==> src/rtl/sobel_window_fetch.sv <==
// sobel_window_fetch: raster-scan 3x3 window fetcher that zeroes border pixels
// and hands each window downstream over a valid/ready handshake.
module sobel_window_fetch #(
    parameter int IMG_W  = 512,
    parameter int IMG_H  = 384,
    parameter int ADDR_W = 18,
    parameter int PIX_W  = 8,
    parameter int RD_LAT = 2
) (
    input  logic                  clk,
    input  logic                  rst,
    input  logic                  start,
    output logic                  busy,
    output logic                  done,
    output logic [10:0]           x_out,
    output logic [10:0]           y_out,
    input  logic [9*ADDR_W-1:0]   addr_in,
    output logic                  mem_en,
    output logic [ADDR_W-1:0]     mem_addr,
    input  logic [PIX_W-1:0]      mem_data,
    output logic                  win_valid,
    input  logic                  win_ready,
    output logic [9*PIX_W-1:0]    win_data,
    output logic [10:0]           win_x,
    output logic [10:0]           win_y
);
    localparam int CW = $clog2((RD_LAT > 9 ? RD_LAT : 9) + 1);
    typedef enum logic [1:0] {S_IDLE, S_ISSUE, S_WAIT, S_PRESENT} state_t;
    state_t state, state_nx;
    logic [CW-1:0] cnt;
    logic [15:0] pad_mask;
    logic pad, hs, last, x_last;
    logic [RD_LAT-1:0] pv, pp;
    logic [3:0] pk [RD_LAT];
    assign x_last = x_out == 11'(IMG_W - 1);
    assign last = x_last && y_out == 11'(IMG_H - 1);
    assign hs = state == S_PRESENT && win_ready;
    // bit k set when neighbour k of the current centre falls outside the frame
    assign pad_mask = {7'd0, (y_out == 11'd0 ? 9'b000000111 : 9'd0)
                           | (y_out == 11'(IMG_H - 1) ? 9'b111000000 : 9'd0)
                           | (x_out == 11'd0 ? 9'b001001001 : 9'd0)
                           | (x_last ? 9'b100100100 : 9'd0)};
    assign pad = pad_mask[cnt[3:0]];
    assign mem_en = state == S_ISSUE && !pad;
    assign mem_addr = mem_en ? addr_in[cnt*ADDR_W +: ADDR_W] : '0;
    assign win_valid = state == S_PRESENT;
    assign busy = state != S_IDLE;
    assign win_x = x_out;
    assign win_y = y_out;
    always_comb begin
        state_nx = state;
        case (state)
            S_IDLE:  state_nx = start && !done ? S_ISSUE : S_IDLE;
            S_ISSUE: state_nx = cnt == CW'(8) ? S_WAIT : S_ISSUE;
            S_WAIT:  state_nx = cnt == CW'(RD_LAT - 1) ? S_PRESENT : S_WAIT;
            default: state_nx = hs ? (last ? S_IDLE : S_ISSUE) : S_PRESENT;
        endcase
    end
    always_ff @(posedge clk) begin
        if (rst) begin
            state <= S_IDLE;
            cnt <= '0;
            x_out <= '0;
            y_out <= '0;
            done <= 1'b0;
            win_data <= '0;
            pv <= '0;
            pp <= '0;
            for (int i = 0; i < RD_LAT; i++) pk[i] <= '0;
        end else begin
            state <= state_nx;
            cnt <= state_nx != state ? '0 : cnt + 1'b1;
            done <= hs && last;
            if ((state == S_IDLE && state_nx == S_ISSUE) || (hs && last)) begin
                x_out <= '0;
                y_out <= '0;
            end else if (hs) begin
                x_out <= x_last ? 11'd0 : x_out + 11'd1;
                if (x_last) y_out <= y_out + 11'd1;
            end
            // slot tag travels with the read so the returning pixel lands in the right element
            pv[0] <= state == S_ISSUE;
            pp[0] <= pad;
            pk[0] <= cnt[3:0];
            for (int i = 1; i < RD_LAT; i++) begin
                pv[i] <= pv[i-1];
                pp[i] <= pp[i-1];
                pk[i] <= pk[i-1];
            end
            if (pv[RD_LAT-1])
                win_data[pk[RD_LAT-1]*PIX_W +: PIX_W] <= pp[RD_LAT-1] ? '0 : mem_data;
        end
    end
endmodule
==> config.mk <==
export PLATFORM = sky130hd
export DESIGN_NAME = sobel_window_fetch
export DESIGN_NICKNAME = d
export VERILOG_FILES = /design/src/rtl/sobel_window_fetch.sv
export SDC_FILE = /design/constraint.sdc
export NUM_CORES = 1
export LEC_CHECK = 0
export ABC_AREA = 0
export CORE_AREA = 3 3 120 122
export CTS_BUF_LIST = sky130_fd_sc_hd__clkbuf_4
export CTS_CLUSTER_DIAMETER = 50
export DETAILED_ROUTE_END_ITERATION = 10
export DIE_AREA = 0 0 123 125
export DONT_BUFFER_PORTS = 1
export GPL_TIMING_DRIVEN = 0
export RECOVER_POWER = 50
export SYNTH_ARGS = -nofsm -noshare
export SYNTH_HDL_FRONTEND = slang
export SYNTH_SLANG_ARGS = --single-unit
==> constraint.sdc <==
create_clock -name clk -period 3.3 [get_ports clk]
set_clock_uncertainty 0.1 [all_clocks]
set_input_delay 0.66 -clock clk [delete_from_list [all_inputs] [get_ports clk]]
set_output_delay 0.66 -clock clk [all_outputs]
set_load 0.01 [all_outputs]
==> results of run 1 <==
==> power by group through the flow <==
stage | logic [mW] | clock network (mW) | registers, mW
after floorplan | 0.241 | 0 | 1.41
after global placement | 0.290 | 0 | 1.41
after detailed placement | 0.295 | 0 | 1.41
after CTS | 0.320 | 1.14 | 1.38
after global routing | 0.366 | 1.21 | 1.38
final | 0.339 | 1.11 | 1.38
==> metal layers <==
layer	global-route usage [%]	share of wire, %	wire, µm
met3	6.820	8.3	1632
met4	7.948	2.4	469
met2	43.29	51	10160
met5	0	0	0
met1	29.76	38	7476
==> repair_timing <==
| action | CTS | global route |
|---|---|---|
| resized for setup | 46 | 34 |
| buffers inserted | 10 | 5 |
| endpoints found under the setup margin | 19 | 19 |
| cloned | 1 | 0 |
| pin swaps | 3 | 13 |
==> final cells by class <==
type / instances / share of cell area (%)
plain buffers: 60 / 4.808
repair buffers: 15 / 2.111
multi-input cells: 452 / 52.48
clock buffers: 17 / 1.810
well taps: 176 / 3.123
clock inverters: 15 / 2.590
diodes: 2 / 0.07097
inverters: 12 / 0.7097
flip-flops and latches: 113 / 32.29
==> registers in the layout, indices dropped and copies added (netlist names) <==
register  count
win_y        11
win_data     72
pv            2
win_x        11
done          1
cnt           4
state         2
pp            2
pk            8
==> path summary, 6_finish.rpt <==
check | end | slack [ps]
worst max-delay path | mem_addr[16] | -50
worst max register to register | win_data[30] | 700
worst min register to register | pv[1] | 340
worst min-delay path | win_data[2] | 180
==> kinds of logic after synthesis <==
logic type | synth area share [%]
AND/OR/NAND/NOR | 21.26
flip-flops | 36.92
multiplexers | 24.06
buffers and inverters | 6.289
AO/OA/AOI/OAI | 6.494
XOR/XNOR | 3.145
adder cells (fa/ha/maj) | 1.838
==> layout by cell type (no fill, tap or decap), types with 7 or more instances in the layout <==
| cell type | n |
|---|---|
| nor2_2 | 7 |
| nor2b_1 | 11 |
| nor3_4 | 14 |
| ha_1 | 8 |
| nand3_1 | 16 |
| nor3_1 | 10 |
| buf_4 | 29 |
| nand2_1 | 26 |
| and2_1 | 21 |
| nand3b_1 | 9 |
| buf_2 | 7 |
| inv_1 | 10 |
| xnor2_1 | 16 |
| nor2_1 | 101 |
| mux2i_1 | 64 |
| clkbuf_4 | 18 |
| clkbuf_1 | 25 |
| a21oi_1 | 34 |
| mux4_2 | 37 |
| dfxtp_1 | 109 |
| a22o_1 | 18 |
==> per-stage QoR <==
| step | hold WS [ps] | utilization (%) |
|---|---|---|
| 2_1_floorplan | 313.8 | - |
| 6_report | 183.9 | 53.04 |
| 5_1_grt | 116.6 | 53.04 |
| 3_3_place_gp | 319.3 | 47.74 |
| 4_1_cts | 123.3 | 52.27 |
| 3_5_place_dp | 330.6 | 47.74 |
==> worst max-delay path, cell delays in order, from the launching register on <==
cell	delay, ps
dfxtp_1	340
buf_2	210
clkbuf_1	540
mux4_2	410
a22o_1	250
a21oi_1	240
nor3_4	90
==> Yosys cell counts (3+ instances only) <==
master	count	area share, %
ha_1	9	1.8
nor2_1	102	6.2
nand3b_1	9	1.1
a22o_1	18	2.6
mux4_2	37	14
clkbuf_1	18	1.1
nand4_1	5	0.51
and4_1	3	0.43
inv_1	12	0.74
dfxtp_1	113	37
or2_2	3	0.31
nor3_1	28	2.3
nor4_1	6	0.61
nand2b_1	4	0.41
and3b_1	3	0.43
buf_1	4	0.24
buf_4	25	3.1
nor2_2	6	0.61
o21ai_0	4	0.33
nand2_1	26	1.6
mux2i_1	64	10
nand3_1	16	1.3
or4_1	3	0.37
a21oi_1	34	2.8
nor2b_1	11	1.1
and2_1	21	2.1
and3_1	5	0.51
buf_2	13	1.1
xor2_1	6	0.86
xnor2_1	16	2.3
==> flow_metrics.py, run 1 <==
metrics = {
    "synthesis": {
        "synth_cells": 638,
        "ys_async_sr_fraction_pct": 0,
        "synthDistinctLibCells": 44,
        "yosysWarnings": 0,
        "avgSynthCellArea_um2": 9.604,
        "synth_nets": 821,
        "synth_ff_type": "dfxtp_1",
        "synth_area_um2": 6127,
        "synth-edff-count": 0,
        "synth-seq-cells": 113,
        "synth-seq-area-share_pct": 36.92,
    },
    "min_path": {
        "hold_path_class": "input pin to flop",
        "min_from": "mem_data[2]",
        "holdPathStages": 2,
    },
    "grt": {
        "grt_pass1_wl_mm": 29.44,
        "grt_overflow": 0,
        "grt_usage_pct": 24.94,
        "grt_antenna_before_repair": 2,
        "grt_max_degree": 17,
        "grt_pass1_vias": 5077,
    },
    "layout": {
        "area_growth_pct": 15.09,
        "multi_input_area_um2": 3701,
        "fillers": 1210,
        "fin_cells": 862,
        "seq_area_um2": 2277,
        "finalInstanceArea_um2": 7052,
        "fin_nets": 854,
        "layout-drive-gt1-share_pct": 23.25,
    },
    "cts": {
        "clk_latency_ps": 510,
        "ctsHoldBuffers": 0,
        "clock-sinks": 113,
        "htree_num_levels": 4,
        "cts_tree": "yes",
        "cts_buffers": 17,
        "cts_root_buf": "clkbuf_4",
        "cts.clk_slew.worst_paths_ps": 120,
        "cts_buffer_depth": 2,
    },
    "placement": {
        "pre_cts_ws_ps": 1.672,
        "place_hpwl_mm": 15.19,
        "dp_cells": 814,
        "port_buffers": 0,
        "place_congestion": 0.9376,
        "dpl_cell_area_um2": 6347,
    },
    "worst_setup_path": {
        "r2r_cells": 9,
        "crit_type": "flop to output pin",
        "rr_startpoint": "pk[0][4]",
        "required_ps": 2540,
        "cp-start-kind": "flop",
        "end_kind": "output pin",
        "critical_path.max_fanout": 10,
        "worstPathArrival_ps": 2590,
        "crit_start": "cnt[1]",
    },
    "die": {
        "core_um2": 13300,
        "start_util_pct": 46.09,
        "ios": 312,
        "die_w_um": 123,
        "die_area_um2": 15380,
        "row_count": 42,
        "dieHeight_um": 125,
    },
    "drt": {
        "drt_pre_antenna_iters": 5,
        "routed-via-count": 5099,
        "wl_per_cell_um": 22.89,
        "drt-total-wl_mm": 19.74,
        "avgViaCountPerCell": 5.915,
        "remaining_drc_errors": 0,
        "drtIter0Drc": 310,
        "ant_nets": 0,
    },
    "pwr": {
        "leakage_nw": 2.513,
        "power.density_nw_per_um2": 401.4,
        "switchingPower_mw": 0.7663,
        "sw_frac_of_total_pct": 27.07,
        "power.total_mw": 2.831,
        "pwr-share-clk_pct": 39.4,
        "combPwrFrac_pct": 12.0,
        "seq_power_share_pct": 48.7,
        "internal-power_mw": 2.064,
        "ir_drop_mv": 0.2037,
    },
    "timing": {
        "tightest_slew_ps": 807.4,
        "timing.setup.tns_ps": -561.1,
        "maxSlewHeadroom_pct": 45.76,
        "slew_violations": 0,
        "finalHoldViolCount": 0,
        "rsz0062_at_grt": "true",
        "setup-violations-final": 19,
        "period_needed_ps": 3350,
        "setup_ws_ps": -50.42,
        "max_freq_mhz": 298.5,
        "fin_crit_sh_pct": 101.5,
    },
    "outcome": {
        "status": "complete, but fails checks",
        "violations": "setup timing",
    },
    "job": {
        "drv_cap": 0,
    },
}
Note: power is estimated with default switching activity, not from simulation.
==> run 2, diff against run 1 <==
--- a/config.mk
+++ b/config.mk
@@ -14,6 +14,8 @@
 export DONT_BUFFER_PORTS = 1
 export GPL_TIMING_DRIVEN = 0
 export RECOVER_POWER = 50
+export SKIP_LAST_GASP = 1
+export SLEW_MARGIN = 15
 export SYNTH_ARGS = -nofsm -noshare
 export SYNTH_HDL_FRONTEND = slang
 export SYNTH_SLANG_ARGS = --single-unit
==> run 2 against run 1 <==
  * The flow still finishes with violations (setup timing)
  * Highest routed layer unchanged
  * Cell area about the same
  * First-iteration DRC count decreased by 6.8%
  * Register-to-register slack about the same
  * Critical path depth unchanged
  * Global-route usage is the same
==> flow_metrics.py, run 2 (same netlist as run 1, synthesis figures left out) <==
metrics = {
    "pwr": {
        "ir_drop_mv": 0.2037,
        "power.total_mw": 2.830,
        "leakage_nw": 2.513,
        "power.density_nw_per_um2": 401.2,
    },
    "cts": {
        "cts.clk_slew.worst_paths_ps": 120,
        "cts_buffers": 17,
        "clk_latency_ps": 510,
        "htree_num_levels": 4,
        "cts_tree": "yes",
        "cts_buffer_depth": 2,
        "ctsHoldBuffers": 0,
        "clock-sinks": 113,
        "cts_root_buf": "clkbuf_4",
    },
    "drt": {
        "avgViaCountPerCell": 5.918,
        "wl_per_cell_um": 22.86,
        "routed-via-count": 5107,
        "drt-total-wl_mm": 19.72,
        "drtIter0Drc": 289,
        "drt_pre_antenna_iters": 4,
        "remaining_drc_errors": 0,
        "ant_nets": 0,
    },
    "worst_setup_path": {
        "critical_path.max_fanout": 10,
        "cp-start-kind": "flop",
        "required_ps": 2540,
        "worstPathArrival_ps": 2580,
        "crit_type": "flop to output pin",
        "end_kind": "output pin",
    },
    "die": {
        "die_w_um": 123,
        "core_um2": 13300,
        "start_util_pct": 46.09,
        "row_count": 42,
        "die_area_um2": 15380,
        "dieHeight_um": 125,
        "ios": 312,
    },
    "outcome": {
        "status": "complete, but fails checks",
        "violations": "setup timing",
    },
    "min_path": {
        "hold_path_class": "input pin to flop",
    },
    "layout": {
        "layout-drive-gt1-share_pct": 23.25,
        "largest_reg_flops": 72,
        "multi_input_area_um2": 3701,
        "layout_common_cells": "dfxtp_1 (109), nor2_1 (101), mux2i_1 (64)",
        "area_growth_pct": 15.13,
        "fin_nets": 854,
        "final_common_cell": "dfxtp_1",
        "largest-register": "win_data",
        "seq_area_um2": 2277,
        "fillers": 1209,
        "finish.utilization_pct": 53.06,
    },
    "timing": {
        "max_freq_mhz": 299.0,
        "maxSlewHeadroom_pct": 46.30,
        "tightest_slew_ps": 799.4,
        "period_needed_ps": 3344,
        "setup_ws_ps": -44.18,
        "slew_violations": 0,
        "setup-violations-final": 19,
        "fin_crit_sh_pct": 101.3,
        "finalHoldViolCount": 0,
        "rsz0062_at_grt": "true",
    },
    "grt": {
        "grt_overflow": 0,
        "grt_pass1_wl_mm": 29.44,
        "grt_antenna_before_repair": 2,
        "grt_max_degree": 17,
        "grt_usage_pct": 24.94,
        "grt_pass1_vias": 5077,
    },
    "placement": {
        "place_hpwl_mm": 15.19,
        "port_buffers": 0,
        "place_congestion": 0.9376,
    },
    "job": {
        "drv_cap": 0,
    },
}
-- run 2: cell types whose count changed in the layout (fill, tap and decap cells not counted), sizes merged --
cell	previous run	this run
diode	2	3
-- run 2: path summary, 6_finish.rpt --
kind          startpoint      endpoint  slack, ps  depth (start not counted)
max               cnt[1]  mem_addr[16]        -40                          6
min          mem_data[2]   win_data[2]        180                          2
max reg2reg     pk[0][4]  win_data[30]        710                          9
min reg2reg        pv[0]         pv[1]        340                          1
-- run 2: critical path, cell delays in order (launching register included) --
cell and delay (ps):
dfxtp_1 340, buf_2 210, clkbuf_1 540, mux4_2 410
a22o_1 250, a21oi_1 240, nor3_4 90
-- run 2: what timing repair did --
action / in CTS / in global routing
gates resized for setup: 46 / 34
endpoints found under the setup margin: 19 / 19
gates cloned: 1 / 0
endpoints found under the hold margin: 0 / 0
setup buffers: 10 / 5
pin swaps: 3 / 12
-- run 2: through the flow --
step	instance area, µm²	std cells	setup slack (ps)	hold WS, ps	setup TNS [ps]
6_report	7054	863	-44.18	180.6	-642.5
5_1_grt	7052	862	-216.8	116.6	-3535
4_1_cts	6949	857	-170.1	123.3	-2588
3_5_place_dp	6347	814	1.672	330.6	0
3_3_place_gp	6347	814	78.87	319.3	0
2_1_floorplan	6127	638	506.4	313.8	0
-- run 2: report_power, final --
part	switching, mW	internal, mW	total, mW
combinational	0.177	0.161	0.338
clock	0.581	0.533	1.11
sequential	0.00764	1.37	1.38
total	0.766	2.06	2.83
-- run 2: metal layers --
layer	GRT usage [%]	wire length (µm)	vias up
li1	-	-	2333
met1	29.76	7293	2462
met2	43.29	10140	278
met3	6.820	1798	34
met4	7.948	493	0
met5	0	0	-
-- run 2: final cells by class --
cell class                 instances  area share (%)
multi-input combinational        452           52.47
timing repair buffer              15           2.111
clock buffer                      17           1.809
buffer                            60           4.807
antenna                            3          0.1064
clock inverter                    15           2.590
inverter                          12          0.7095
tap                              176           3.122
sequential                       113           32.28
==> run 3, diff against run 2 <==
--- a/config.mk
+++ b/config.mk
@@ -14,7 +14,6 @@
 export DONT_BUFFER_PORTS = 1
 export GPL_TIMING_DRIVEN = 0
 export RECOVER_POWER = 50
-export SKIP_LAST_GASP = 1
 export SLEW_MARGIN = 15
 export SYNTH_ARGS = -nofsm -noshare
 export SYNTH_HDL_FRONTEND = slang
==> constraint.sdc (replaced) <==
create_clock -name clk -period 3.25 [get_ports clk]
set_clock_uncertainty 0.1 [all_clocks]
set_input_delay 0.65 -clock clk [delete_from_list [all_inputs] [get_ports clk]]
set_output_delay 0.65 -clock clk [all_outputs]
set_load 0.01 [all_outputs]
==> run 3 against run 2 <==
  * The flow still finishes with violations (setup timing)
  * Register-to-register slack lost 60 ps
  * Die area unchanged
  * Worst hold slack worse by 6.6 ps
  * Setup slack lost 46 ps
  * Non-clock buffer count unchanged
  * Final cell count is 0.12% lower
  * Total power rose by 1.6%
  * First-iteration DRC count rose by 7.3%
  * Critical path type unchanged
==> flow_metrics.py, run 3 (same netlist as run 1, synthesis figures left out) <==
metrics = {
    "drt": {
        "avgViaCountPerCell": 5.915,
        "drtIter0Drc": 310,
        "routed-via-count": 5099,
        "drt-total-wl_mm": 19.74,
        "wl_per_cell_um": 22.89,
        "drt_pre_antenna_iters": 5,
        "ant_nets": 0,
        "remaining_drc_errors": 0,
    },
    "pwr": {
        "combPwrFrac_pct": 12.0,
        "power.density_nw_per_um2": 407.6,
        "seq_power_share_pct": 48.7,
        "switchingPower_mw": 0.7781,
        "ir_drop_mv": 0.2068,
        "internal-power_mw": 2.096,
        "sw_frac_of_total_pct": 27.07,
        "leakage_nw": 2.513,
        "pwr-share-clk_pct": 39.4,
    },
    "layout": {
        "multi_input_area_um2": 3701,
        "largest_reg_flops": 72,
        "seq_area_um2": 2277,
        "finalInstanceArea_um2": 7052,
        "fillers": 1210,
        "largest-register": "win_data",
        "layout-drive-gt1-share_pct": 23.25,
        "fin_nets": 854,
        "area_growth_pct": 15.09,
        "final_common_cell": "dfxtp_1",
        "layout_common_cells": "dfxtp_1 (109), nor2_1 (101), mux2i_1 (64)",
    },
    "worst_setup_path": {
        "crit_type": "flop to output pin",
        "rr_startpoint": "pk[0][4]",
        "critPathCapture": "mem_addr[16]",
        "rrSetupSlack_ps": 650,
        "reg2reg_to": "win_data[30]",
        "cp-start-kind": "flop",
        "required_ps": 2500,
        "crit_start": "cnt[1]",
        "critical_path.max_fanout": 10,
        "worstPathArrival_ps": 2590,
        "r2r_cells": 9,
        "end_kind": "output pin",
    },
    "cts": {
        "ctsHoldBuffers": 0,
        "clk_latency_ps": 510,
        "cts_root_buf": "clkbuf_4",
        "cts.clk_slew.worst_paths_ps": 120,
        "htree_num_levels": 4,
        "cts_buffers": 17,
        "clock-sinks": 113,
        "cts_tree": "yes",
        "cts_buffer_depth": 2,
    },
    "die": {
        "start_util_pct": 46.09,
        "ios": 312,
        "die_area_um2": 15380,
        "core_um2": 13300,
        "die_w_um": 123,
        "row_count": 42,
        "dieHeight_um": 125,
    },
    "timing": {
        "maxSlewHeadroom_pct": 45.76,
        "fin_crit_sh_pct": 102.8,
        "setup-violations-final": 19,
        "finalHoldViolCount": 0,
        "setup_ws_ps": -90.42,
        "slew_violations": 0,
        "tightest_slew_ps": 807.4,
        "rsz0062_at_grt": "true",
        "period_needed_ps": 3340,
        "max_freq_mhz": 299.4,
        "whs_ps": 173.9,
    },
    "job": {
        "drv_cap": 0,
    },
    "grt": {
        "grt_pass1_wl_mm": 29.44,
        "grt_usage_pct": 24.94,
        "grt_antenna_before_repair": 2,
        "grt_max_degree": 17,
        "grt_overflow": 0,
        "grt_pass1_vias": 5077,
    },
    "outcome": {
        "violations": "setup timing",
        "status": "complete, but fails checks",
    },
    "min_path": {
        "hold_path_class": "input pin to flop",
        "min_from": "mem_data[2]",
    },
    "placement": {
        "place_hpwl_mm": 15.19,
        "port_buffers": 0,
        "place_congestion": 0.9376,
        "dpl_cell_area_um2": 6347,
    },
}
run 3: changes by cell type in the layout (fill, tap and decap cells not counted), sizes merged:
cell,previous run,this run
diode,3,2
run 3: power by group through the flow:
stage	clock, mW	sequential [mW]	combinational (mW)
2_1_floorplan	0	1.43	0.244
3_3_place_gp	0	1.43	0.294
3_5_place_dp	0	1.43	0.299
4_1_cts	1.16	1.40	0.325
5_1_grt	1.23	1.40	0.372
6_report	1.13	1.40	0.344
run 3: worst min path at each step:
stage | endpoint | slack, ps | depth (start not counted)
final | win_data[2] | 170 | 2
after CTS | win_data[2] | 110 | 2
after floorplan | pk[0][4] | 310 | 1
after global placement | pk[0][6] | 320 | 1
after detailed placement | pk[0][7] | 330 | 1
after global routing | win_data[2] | 110 | 2
run 3: final cells by class:
| type | count | area share (%) |
|---|---|---|
| clock inverter | 15 | 2.590 |
| buffer | 60 | 4.808 |
| antenna | 2 | 0.07097 |
| multi-input combinational | 452 | 52.48 |
| clock buffer | 17 | 1.810 |
| sequential | 113 | 32.29 |
| inverter | 12 | 0.7097 |
| tap | 176 | 3.123 |
| timing repair buffer | 15 | 2.111 |
run 3: critical path: stages, from the launching register on:
cell and delay (ps):
dfxtp_1 340, buf_2 210, clkbuf_1 540, mux4_2 410, a22o_1 250, a21oi_1 240
nor3_4 90
run 3: what timing repair did:
action,4_1_cts,5_1_grt
pin swaps,3,13
resized for setup,46,34
setup buffers,10,5
setup endpoints to repair,19,19
gates cloned,1,0
run 3: routing by layer:
| metal | wire [µm] | part of all wire (%) | up-vias | GRT usage (%) |
|---|---|---|---|---|
| met5 | 0 | 0 | - | 0 |
| met4 | 469 | 2.4 | 0 | 7.948 |
| met3 | 1632 | 8.3 | 30 | 6.820 |
| met2 | 10160 | 51 | 258 | 43.29 |
| met1 | 7476 | 38 | 2481 | 29.76 |
| li1 | - | - | 2330 | - |
run 3: through the flow:
stage | setup TNS (ps) | power [mW] | utilization, % | std cells | setup slack (ps)
final | -1321 | 2.874 | 53.04 | 862 | -90.42
after global routing | -4295 | 3.002 | 53.04 | 862 | -256.8
after CTS | -3348 | 2.882 | 52.27 | 857 | -210.1
after detailed placement | -329.8 | 1.732 | 47.74 | 814 | -38.33
after global placement | 0 | 1.727 | 47.74 | 814 | 38.87
after floorplan | 0 | 1.675 | - | 638 | 466.4
